## src/rtl/cpu_pkg.sv

```systemverilog
// cpu_pkg: definitions shared by the control unit and its output decoder.
//   - opcode constants (ir_out[15:12])
//   - FSM state encoding (4-bit enum)
//   - ALU flag bit indices within latch_flags
//   - jump condition codes (ir_out[9:8])
//   - ctrl_t: one bundle carrying every control strobe and select
//   - cond_taken(): jump condition evaluation against the flag latch
package cpu_pkg;

  localparam logic [3:0] OP_NOP = 4'h0;
  localparam logic [3:0] OP_ALU = 4'h1;
  localparam logic [3:0] OP_MOV = 4'h2;
  localparam logic [3:0] OP_LD  = 4'h3;
  localparam logic [3:0] OP_ST  = 4'h4;
  localparam logic [3:0] OP_JCC = 4'h5;
  localparam logic [3:0] OP_HLT = 4'h7;

  localparam int FLAG_Z = 0;
  localparam int FLAG_C = 1;
  localparam int FLAG_N = 2;

  localparam logic [1:0] COND_Z  = 2'b00;
  localparam logic [1:0] COND_C  = 2'b01;
  localparam logic [1:0] COND_N  = 2'b10;
  localparam logic [1:0] COND_AL = 2'b11;

  typedef enum logic [3:0] {
    S_FETCH_HI = 4'd0,
    S_FETCH_LO = 4'd1,
    S_DECODE   = 4'd2,
    S_ALU_EX   = 4'd3,
    S_ALU_WB   = 4'd4,
    S_MOV_EX   = 4'd5,
    S_ADDR_HI  = 4'd6,
    S_ADDR_LO  = 4'd7,
    S_MEM_RD   = 4'd8,
    S_MEM_WR   = 4'd9,
    S_JMP_EX   = 4'd10,
    S_HALT     = 4'd11
  } state_t;

  typedef struct packed {
    logic       pc_inc;
    logic       pc_load;
    logic       reg_load;
    logic       reg_enable;
    logic [1:0] reg_in_regselect;
    logic [1:0] reg_out_regselect;
    logic [1:0] reg_alu_regselect;
    logic [3:0] alu_operation;
    logic       latch_grab;
    logic       latch_store;
    logic       mar_high;
    logic       mar_low;
    logic       ir_high;
    logic       ir_low;
    logic       jr_high;
    logic       jr_low;
    logic       mem_read;
    logic       mem_write;
    logic       addr_sel;
    logic       halted;
  } ctrl_t;

  function automatic logic cond_taken(input logic [1:0] cond, input logic [2:0] flags);
    logic taken;
    case (cond)
      COND_Z:  taken = flags[FLAG_Z];
      COND_C:  taken = flags[FLAG_C];
      COND_N:  taken = flags[FLAG_N];
      COND_AL: taken = 1'b1;
      default: taken = 1'b0;
    endcase
    return taken;
  endfunction

endpackage

```

## src/rtl/cu_decode.sv

```systemverilog
// cu_decode: purely combinational output decode for the control unit.
// Every strobe and select is a function of the current state and the
// instruction word; latch_flags only matters in S_JMP_EX, where it is
// sampled to decide pc_load.
//   state       in   current FSM state
//   ir_out      in   instruction word (opcode, rd, rs/cond, ALU op)
//   latch_flags in   ALU flags {N, C, Z}
//   ctrl        out  decoded control bundle (all zero unless named)
import cpu_pkg::*;

module cu_decode (
  input  state_t      state,
  input  logic [15:0] ir_out,
  input  logic [2:0]  latch_flags,
  output ctrl_t       ctrl
);

  logic [3:0] opcode;
  logic [1:0] rd;
  logic [1:0] rs;
  logic [3:0] alu_op;
  logic       unused_ir;

  assign opcode    = ir_out[15:12];
  assign rd        = ir_out[11:10];
  assign rs        = ir_out[9:8];
  assign alu_op    = ir_out[7:4];
  assign unused_ir = ^ir_out[3:0];

  always_comb begin
    ctrl = '0;
    case (state)
      S_FETCH_HI: begin
        ctrl.mem_read = 1'b1;
        ctrl.ir_high  = 1'b1;
        ctrl.pc_inc   = 1'b1;
      end
      S_FETCH_LO: begin
        ctrl.mem_read = 1'b1;
        ctrl.ir_low   = 1'b1;
        ctrl.pc_inc   = 1'b1;
      end
      S_ALU_EX: begin
        ctrl.alu_operation     = alu_op;
        ctrl.reg_alu_regselect = rs;
        ctrl.latch_grab        = 1'b1;
      end
      S_ALU_WB: begin
        ctrl.latch_store      = 1'b1;
        ctrl.reg_load         = 1'b1;
        ctrl.reg_in_regselect = rd;
      end
      S_MOV_EX: begin
        ctrl.reg_enable        = 1'b1;
        ctrl.reg_out_regselect = rs;
        ctrl.reg_load          = 1'b1;
        ctrl.reg_in_regselect  = rd;
      end
      // Address bytes land in JR for jumps, in MAR for loads and stores.
      S_ADDR_HI: begin
        ctrl.mem_read = 1'b1;
        ctrl.pc_inc   = 1'b1;
        ctrl.jr_high  = (opcode == OP_JCC);
        ctrl.mar_high = (opcode != OP_JCC);
      end
      S_ADDR_LO: begin
        ctrl.mem_read = 1'b1;
        ctrl.pc_inc   = 1'b1;
        ctrl.jr_low   = (opcode == OP_JCC);
        ctrl.mar_low  = (opcode != OP_JCC);
      end
      S_MEM_RD: begin
        ctrl.addr_sel         = 1'b1;
        ctrl.mem_read         = 1'b1;
        ctrl.reg_load         = 1'b1;
        ctrl.reg_in_regselect = rd;
      end
      // The register file drives the bus; memory only receives.
      S_MEM_WR: begin
        ctrl.addr_sel          = 1'b1;
        ctrl.mem_write         = 1'b1;
        ctrl.reg_enable        = 1'b1;
        ctrl.reg_out_regselect = rs;
      end
      // Not taken needs no action: PC already stepped past both address bytes.
      S_JMP_EX: begin
        ctrl.pc_load = cond_taken(rs, latch_flags);
      end
      S_HALT: begin
        ctrl.halted = 1'b1;
      end
      default: ctrl = '0;
    endcase
  end

endmodule

```

## src/rtl/control_unit.sv

```systemverilog
// control_unit: multi-cycle instruction sequencer for a 16-bit CPU.
// The state register is the only storage; every output is a Moore decode
// of state and ir_out (see cu_decode), forced to zero while reset is high.
// Handshake note: there is no valid/ready flow here; each state lasts
// exactly one clock and the datapath acts on the strobes of that cycle.
//   clock              in   rising-edge system clock
//   reset              in   asynchronous active-high, returns to FETCH_HI
//   ir_out[15:0]       in   instruction: [15:12] op, [11:10] rd, [9:8] rs/cond, [7:4] ALU op
//   latch_flags[2:0]   in   ALU flags, bit0 Z, bit1 C, bit2 N
//   pc_inc/pc_load     out  PC increment / load from JR
//   reg_load/reg_enable out register write from bus / register drive onto bus
//   reg_*_regselect    out  write, bus-drive and ALU-operand register selects
//   alu_operation[3:0] out  ALU function code
//   latch_grab/latch_store out capture ALU result+flags / drive result onto bus
//   mar_*/ir_*/jr_*    out  byte loads from the databus
//   mem_read/mem_write out  memory strobes
//   addr_sel           out  address mux: 0 = PC, 1 = MAR
//   halted             out  high while in HALT
import cpu_pkg::*;

module control_unit (
  input  logic        clock,
  input  logic        reset,
  input  logic [15:0] ir_out,
  input  logic [2:0]  latch_flags,
  output logic        pc_inc,
  output logic        pc_load,
  output logic        reg_load,
  output logic        reg_enable,
  output logic [1:0]  reg_in_regselect,
  output logic [1:0]  reg_out_regselect,
  output logic [1:0]  reg_alu_regselect,
  output logic [3:0]  alu_operation,
  output logic        latch_grab,
  output logic        latch_store,
  output logic        mar_high,
  output logic        mar_low,
  output logic        ir_high,
  output logic        ir_low,
  output logic        jr_high,
  output logic        jr_low,
  output logic        mem_read,
  output logic        mem_write,
  output logic        addr_sel,
  output logic        halted
);

  state_t     state_q;
  ctrl_t      ctrl_raw;
  ctrl_t      ctrl;
  logic [3:0] opcode;

  // ir_out is stable from DECODE until the next FETCH_HI, so the opcode
  // can be reused for the ADDR_LO branch without a private copy.
  assign opcode = ir_out[15:12];

  always_ff @(posedge clock or posedge reset) begin
    if (reset) begin
      state_q <= S_FETCH_HI;
    end else begin
      case (state_q)
        S_FETCH_HI: state_q <= S_FETCH_LO;
        S_FETCH_LO: state_q <= S_DECODE;
        S_DECODE: begin
          case (opcode)
            OP_NOP:                state_q <= S_FETCH_HI;
            OP_ALU:                state_q <= S_ALU_EX;
            OP_MOV:                state_q <= S_MOV_EX;
            OP_LD, OP_ST, OP_JCC:  state_q <= S_ADDR_HI;
            OP_HLT:                state_q <= S_HALT;
            default:               state_q <= S_FETCH_HI;  // unassigned opcodes act as NOP
          endcase
        end
        S_ALU_EX:  state_q <= S_ALU_WB;
        S_ALU_WB:  state_q <= S_FETCH_HI;
        S_MOV_EX:  state_q <= S_FETCH_HI;
        S_ADDR_HI: state_q <= S_ADDR_LO;
        S_ADDR_LO: begin
          case (opcode)
            OP_LD:   state_q <= S_MEM_RD;
            OP_ST:   state_q <= S_MEM_WR;
            OP_JCC:  state_q <= S_JMP_EX;
            default: state_q <= S_FETCH_HI;
          endcase
        end
        S_MEM_RD:  state_q <= S_FETCH_HI;
        S_MEM_WR:  state_q <= S_FETCH_HI;
        S_JMP_EX:  state_q <= S_FETCH_HI;
        S_HALT:    state_q <= S_HALT;  // only reset leaves HALT
        default:   state_q <= S_FETCH_HI;
      endcase
    end
  end

  cu_decode u_decode (
    .state       (state_q),
    .ir_out      (ir_out),
    .latch_flags (latch_flags),
    .ctrl        (ctrl_raw)
  );

  // state_q sits at FETCH_HI during reset, which would otherwise decode
  // fetch strobes; gate everything so reset is silent, halted included.
  assign ctrl = reset ? '0 : ctrl_raw;

  assign pc_inc            = ctrl.pc_inc;
  assign pc_load           = ctrl.pc_load;
  assign reg_load          = ctrl.reg_load;
  assign reg_enable        = ctrl.reg_enable;
  assign reg_in_regselect  = ctrl.reg_in_regselect;
  assign reg_out_regselect = ctrl.reg_out_regselect;
  assign reg_alu_regselect = ctrl.reg_alu_regselect;
  assign alu_operation     = ctrl.alu_operation;
  assign latch_grab        = ctrl.latch_grab;
  assign latch_store       = ctrl.latch_store;
  assign mar_high          = ctrl.mar_high;
  assign mar_low           = ctrl.mar_low;
  assign ir_high           = ctrl.ir_high;
  assign ir_low            = ctrl.ir_low;
  assign jr_high           = ctrl.jr_high;
  assign jr_low            = ctrl.jr_low;
  assign mem_read          = ctrl.mem_read;
  assign mem_write         = ctrl.mem_write;
  assign addr_sel          = ctrl.addr_sel;
  assign halted            = ctrl.halted;

endmodule

```

## config.mk

```make
export PLATFORM = sky130hd
export DESIGN_NAME = control_unit
export DESIGN_NICKNAME = d
export VERILOG_FILES = /design/src/rtl/cpu_pkg.sv /design/src/rtl/cu_decode.sv /design/src/rtl/control_unit.sv
export SDC_FILE = /design/constraint.sdc
export NUM_CORES = 1
export LEC_CHECK = 0
export ABC_AREA = 1
export BUFFER_PORTS_ARGS = -buffer_cell sky130_fd_sc_hd__buf_2
export CORE_ASPECT_RATIO = 1.4
export CORE_MARGIN = 2
export CORE_UTILIZATION = 36
export CTS_CLUSTER_SIZE = 24
export DETAILED_ROUTE_END_ITERATION = 8
export MAX_ROUTING_LAYER = met4
export PLACE_DENSITY = 0.86
export SYNTH_ARGS = -nofsm -noshare
export SYNTH_HDL_FRONTEND = slang
export SYNTH_SLANG_ARGS = --single-unit
```

## constraint.sdc

```tcl
create_clock -name clock -period 1 [get_ports clock]
set_input_delay 0 -clock clock [delete_from_list [all_inputs] [get_ports clock]]
set_output_delay 0 -clock clock [all_outputs]
set_load 0.01 [all_outputs]
```

==> results.yml, run 1 <==
run_status:
  outcome: "finished with violations"
  failed_checks: "negative setup slack"
critical_path:
  crit_family: "flip-flops"
  critPathMaxStageDelay_ps: 500
  path_cells: "nand2_8 -> nor2_4 -> nand2_4 -> nor2_2 -> buf_2"
  path_class: "reg2out"
  regToRegStartpoint: "state_q[0]$_DFF_PP0_"
  cp.buffers_inverters: 1
  path_max_fanout: 7
  r2r_end: "state_q[1]$_DFF_PP0_"
  required_ps: 1000
  start_kind: "flip-flop"
  r2r_slack_ps: -250
  cp-end-kind: "output pin"
  cp_slowest_cell: "dfrtp_2"
  reg2reg_depth: 7
  arrival_ps: 1320
synth:
  yosys-top-cells-area: "dfrtp_1 (15%), nand2_1 (14%), nor2_1 (13%)"
  synth_edf_count: 0
  yosysWarnings: 0
  synth_nets: 140
  synth_top_area_share_pct: 15.30
  syn_avg_cell_area_um2: 5.499
  yosysTopAreaCell: "dfrtp_1"
  synth_cell_type_count: 17
  synth_seq_cells: 4
  synth_flop_cell: "dfrtp_1"
  yosysMostFrequentCell: "nand2_1"
  syn-instance-count: 119
  syn_area_um2: 654.4
  async_flop_share_pct: 100.0
  synth_commonest_cells: "nand2_1 (24), nor2_1 (22), inv_1 (18)"
  synth-seq-area-share_pct: 15.30
pwr:
  pwr-share-clk_pct: 9.2
  internal_power_w: 0.001142
  vdd_drop_max_uv: 1233
  combinationalPowerShare_pct: 72.7
  seqPwrFrac_pct: 18.1
  switching_share_pct: 51.28
  leakagePower_nw: 0.7060
  power_switching_w: 0.001203
  power.density_nw_per_um2: 1992
sta:
  fin_crit_sh_pct: 132.4
  timing.fmax_mhz: 755.5
  rsz0062_at_grt: "true"
  worstMarginPinSlew_ps: 260.2
  setup_viol: 30
  hold_viol: 0
  period_minus_slack_ps: 1324
  max_slew_margin_pct: 82.65
  setup_tns_ps: -8050
  skew_ps: 9.814
  slew_viol_final: 0
  postLayoutSetupSlackWorst_ps: -323.7
  fin_hold_ws_ps: 89.31
clock_tree:
  cts_buffers: 3
  clock-sinks: 4
  clk_pin_slew_ps: 40
  cts-root-buf: "clkbuf_4"
  clock_latency_ps: 230
  clockBufferDepth: 2
  htreeDepth: 1
  cts_tree: "built"
route:
  avgRoutedWirePerCell_um: 10.29
  drtAntennaViolNets: 0
  drc: 0
  drt_iter0_drc: 3
  drt_first_pass_iters: 3
  routed_wl_um: 2079
  vias_per_cell: 4.658
  vias: 941
global_routing:
  grt_start_max_net_pins: 9
  grt_pass1_wl_um: 2953
  overflow: 0
  grt_pass1_vias: 801
  antenna_found_initial: 0
  globalRouteTotalUtil_pct: 19.51
final_layout:
  layout-drive-gt1-share_pct: 61.54
  layoutNonFillerInstCount: 202
  largest_reg_flops: 4
  top_regs: "state_q: 4 flops"
  final_nets: 204
  regMostFlops: "state_q"
  syn_to_final_growth_pct: 79.92
  n_antenna_cell: 0
  fillers: 147
floorplan:
  io_pins: 47
  core_area_um2: 1734
  fp.dieW_um: 40.03
  die_area_um2: 2179
  start_util_pct: 37.73
  die_h_um: 54.45
  rows: 18
worst_hold_path:
  min_path_type: "in2reg"
  min_from: "ir_out[14]"
  min_to: "state_q[3]$_DFF_PP0_"
  holdPathStages: 3
place:
  portBuffers: 42
  placed_cells: 185
  post-dp-hpwl_um: 1469
  gp_congestion: 0.9197
run:
  cap_violations: 0
worst min-delay path: cells and delay by family:
family,cells,cell delay (ps)
AND/OR/NAND/NOR,2,140
buffers and inverters,1,130
area by class of cell:
| class | instances | area (um^2) | area share (%) |
|---|---|---|---|
| inverters | 27 | 103.9 | 8.820 |
| well taps | 20 | 25.02 | 2.125 |
| flip-flops and latches | 4 | 103.9 | 8.820 |
| multi-input cells | 87 | 543.0 | 46.12 |
| clock buffers | 4 | 26.28 | 2.232 |
| repair buffers | 60 | 375.4 | 31.88 |
logic make-up (layout without fill, tap and decap cells):
logic type	after synthesis	after routing	share of synthesized area, %
simple gates	80	80	61.57
buf+inv	28	91	17.21
compound gates	7	7	5.926
flops	4	4	15.30
layer usage:
metal	global-route usage (%)	share of wire [%]	up-vias	routed length [um]
met3	1.626	8.9	8	186
met4	5.172	3.5	0	73
met5	-	0	-	0
met2	40.59	53	46	1111
li1	-	-	483	-
met1	17.16	34	404	708
worst max-delay path by stage:
stage / start / end / depth (start not counted)
floorplan: state_q[1]$_DFF_PP0_ / reg_in_regselect[0] / 6
global placement: state_q[1]$_DFF_PP0_ / reg_in_regselect[0] / 6
detailed placement: state_q[1]$_DFF_PP0_ / state_q[1]$_DFF_PP0_ / 6
CTS: state_q[3]$_DFF_PP0_ / jr_high / 6
global route: state_q[0]$_DFF_PP0_ / reg_alu_regselect[0] / 5
finish: state_q[0]$_DFF_PP0_ / alu_operation[2] / 5
cells in the final DEF, fill, tap and decap left out, types with 2 or more instances in the layout:
| master | synthesis | routed |
|---|---|---|
| nand2_1 | 24 | 20 |
| nand2_4 | 4 | 2 |
| nand4_1 | 4 | 4 |
| buf_4 | 0 | 13 |
| nand2_8 | 0 | 2 |
| a21oi_2 | 0 | 2 |
| nor2_1 | 22 | 18 |
| nor2_2 | 13 | 12 |
| nor3_2 | 0 | 3 |
| nand2_2 | 1 | 5 |
| dfrtp_2 | 0 | 3 |
| o21ai_0 | 2 | 2 |
| buf_6 | 1 | 6 |
| inv_1 | 18 | 16 |
| clkbuf_4 | 0 | 3 |
| nor2_4 | 2 | 7 |
| inv_2 | 9 | 10 |
| nand3_1 | 6 | 5 |
| o21ai_2 | 1 | 2 |
| buf_2 | 0 | 40 |
what timing repair did:
item | 4_1_cts | 5_1_grt
hold endpoints to repair | 4 | 0
buffers inserted | 9 | 3
pin swaps | 11 | 12
setup endpoints to repair | 30 | 30
gates resized for setup | 14 | 19
hold buffers | 1 | 0
metrics by stage:
stage	utilization, %	instance area (um^2)	setup slack, ps	total power (W)
finish	67.89	1177	-323.7	0.002345
floorplan	-	664.4	-18.54	0.001151
global placement	53.39	925.9	-114.0	0.001481
CTS	62.12	1077	-313.2	0.002074
detailed placement	53.39	925.9	-178.4	0.001531
global route	67.89	1177	-414.4	0.002534
power groups by stage:
stage / clock network, W / registers, W / logic (W)
4_1_cts: 0.000224 / 0.000391 / 0.00146
3_5_place_dp: 0 / 0.000381 / 0.00115
3_3_place_gp: 0 / 0.000372 / 0.00111
2_1_floorplan: 0 / 0.000318 / 0.000833
5_1_grt: 0.000233 / 0.000439 / 0.00186
6_report: 0.000215 / 0.000424 / 0.00171
No activity file was read; power rests on OpenSTA's default activity.
==> inputs of run 2 (changes only) <==
- CORE_UTILIZATION: 36 -> 40
- PLACE_DENSITY: 0.86 -> 0.87
- SYNTH_HIERARCHICAL: unset -> 1
==> run 2 against run 1 <==
  * The run still ends with negative setup slack left
  * Sequential share of layout area is 1.2 points lower
  * First-iteration DRC count grew to 6.0 times the previous value
  * Sequential power decreased by 15%
  * Count of clock-buffer cells in the layout down 1
  * Global-route usage shrank 0.60 points
  * Flip-flop and latch count stayed put
==> results.yml, run 2 <==
run_status:
  outcome: "finished with violations"
  failed_checks: "negative setup slack"
pwr:
  pwr-share-clk_pct: 8.5
  switching_share_pct: 50.83
  vdd_drop_max_uv: 1192
  seqPwrFrac_pct: 16.1
  power.density_nw_per_um2: 1616
  internal_power_w: 0.001100
  power_switching_w: 0.001136
  combinationalPowerShare_pct: 75.4
  total_power_w: 0.002236
  leakagePower_nw: 0.8087
critical_path:
  arrival_ps: 1410
  reg2reg_depth: 8
  path_max_fanout: 4
  r2r_slack_ps: -320
  start_kind: "flip-flop"
  path_class: "reg2out"
  required_ps: 1000
  regToRegStartpoint: "state_q[2]$_DFF_PP0_"
  cp-end-kind: "output pin"
  r2r_end: "state_q[1]$_DFF_PP0_"
  cp-startpoint: "state_q[2]$_DFF_PP0_"
final_layout:
  largest_reg_flops: 4
  regMostFlops: "state_q"
  syn_to_final_growth_pct: 62.17
  top_regs: "state_q: 4 flops"
  final_common_cell: "buf_2"
  n_antenna_cell: 0
  fillers: 171
  layout-drive-gt1-share_pct: 50.21
  final_nets: 262
  layout_common_cells: "buf_2 (42), inv_1 (40), nor2_1 (38), nand2_1 (26), buf_4 (17)"
clock_tree:
  clock_latency_ps: 230
  htreeDepth: 1
  clk_pin_slew_ps: 30
  cts_buffers: 3
  cts_tree: "built"
  clockBufferDepth: 2
  clock-sinks: 4
  cts-root-buf: "clkbuf_4"
synth:
  synthAdderAreaFrac_pct: 0
  synth_xor_area_share_pct: 0
  synth_compound_area_share_pct: 6.452
  synth-seq-area-share_pct: 11.73
  synth_top_area_share_pct: 24.19
  synth_top_family_by_area: "simple AND/OR/NAND/NOR gates"
  yosysTopAreaCell: "nor2_1"
  syn_area_um2: 853.3
  syn_avg_cell_area_um2: 4.821
  async_flop_share_pct: 100.0
  synth_nets: 198
  muxShareOfSynthArea_pct: 0
  yosys-top-cells-area: "nor2_1 (24%), inv_1 (20%), nand2_1 (14%)"
  synth_edf_count: 0
  synth_cell_type_count: 18
  yosysWarnings: 6
  synth_flop_cell: "dfrtp_1"
  synth_commonest_cells: "nor2_1 (55), inv_1 (46), nand2_1 (32)"
  yosysMostFrequentCell: "nor2_1"
  synthSimpleGateAreaFrac_pct: 58.06
  synth_seq_cells: 4
  syn-instance-count: 177
worst_hold_path:
  min_path_type: "in2reg"
  min_to: "state_q[3]$_DFF_PP0_"
  min_from: "ir_out[15]"
  holdPathStages: 4
floorplan:
  start_util_pct: 42.73
  rows: 19
  die_area_um2: 2524
  io_pins: 47
  core_area_um2: 1997
  fp.dieW_um: 43.04
  die_h_um: 58.65
route:
  vias_per_cell: 4.546
  drt_first_pass_iters: 4
  avgRoutedWirePerCell_um: 9.581
  drtAntennaViolNets: 0
  routed_wl_um: 2491
  vias: 1182
  drt_iter0_drc: 18
  drc: 0
sta:
  hold_viol: 0
  postLayoutSetupSlackWorst_ps: -410.0
  fin_crit_sh_pct: 141.0
  rsz0062_at_grt: "true"
  skew_ps: 2.669
  max_slew_margin_pct: 67.63
  setup_viol: 30
  period_minus_slack_ps: 1410
  setup_tns_ps: -10260
  slew_viol_final: 0
  fin_hold_ws_ps: 122.3
  worstMarginPinSlew_ps: 485.6
  timing.fmax_mhz: 709.2
place:
  gp_congestion: 0.7883
  post-dp-hpwl_um: 1651
  portBuffers: 42
global_routing:
  antenna_found_initial: 0
  grt_start_max_net_pins: 28
  grt_pass1_vias: 997
  grt_pass1_wl_um: 3774
  globalRouteTotalUtil_pct: 18.92
  overflow: 0
run:
  cap_violations: 0
[run 2: per-stage QoR]
| step | area, um^2 | instances | setup WS (ps) | utilization, % |
|---|---|---|---|---|
| final | 1384 | 260 | -410.0 | 69.30 |
| after CTS | 1294 | 259 | -349.1 | 64.79 |
| after detailed placement | 1190 | 249 | -135.6 | 59.59 |
| after global routing | 1384 | 260 | -490.3 | 69.30 |
| after floorplan | 878.3 | 177 | 3.485 | - |
| after global placement | 1190 | 249 | -119.8 | 59.59 |
[run 2: how the worst max path moves through the flow]
stage / to / slack, ps / cells past startpoint
global placement: mem_read / -120 / 6
global route: jr_high / -490 / 7
CTS: reg_out_regselect[0] / -350 / 7
floorplan: state_q[0]$_DFF_PP0_ / 3 / 6
finish: jr_high / -410 / 7
detailed placement: mem_read / -140 / 6
[run 2: cells by family after synthesis]
group	count (synthesis)
simple gates	112
buf+inv	53
compound gates	8
flops	4
[run 2: cell type report]
type                    count  area, um^2  area share, %
repair buffers             62       370.4          26.76
multi-input cells         120       669.4          48.37
well taps                  21       26.28          1.899
inverters                  50       190.2          13.74
clock buffers               3       22.52          1.627
flip-flops and latches      4       105.1          7.595
[run 2: critical path, stage by stage (launching register included)]
cell and delay, ps:
dfrtp_2 450, inv_2 80, nor2_4 130, nand3_1 120, nor2_1 120, inv_1 60
nor2_1 90, buf_2 140
[run 2: what timing repair did]
item	in CTS	in global routing
pin swaps	6	7
hold buffers	1	0
setup endpoints to repair	30	30
buffers inserted	6	1
endpoints found under the hold margin	4	0
resized for setup	9	28
[run 2: power groups by stage]
stage / Sequential, W / Combinational, W / Clock (W)
after floorplan: 0.000326 / 0.000786 / 0
after global placement: 0.000335 / 0.00126 / 0
after detailed placement: 0.000336 / 0.00128 / 0
after CTS: 0.000314 / 0.00148 / 0.000196
after global routing: 0.000378 / 0.00186 / 0.000207
final: 0.000361 / 0.00169 / 0.000189
[run 2: metal layers]
metal	share of wire, %	up-vias	GRT usage (%)
li1	-	628	-
met2	56	41	38.31
met5	0	-	-
met1	37	511	19.43
met3	5.8	2	3.067
met4	0.68	0	1.299
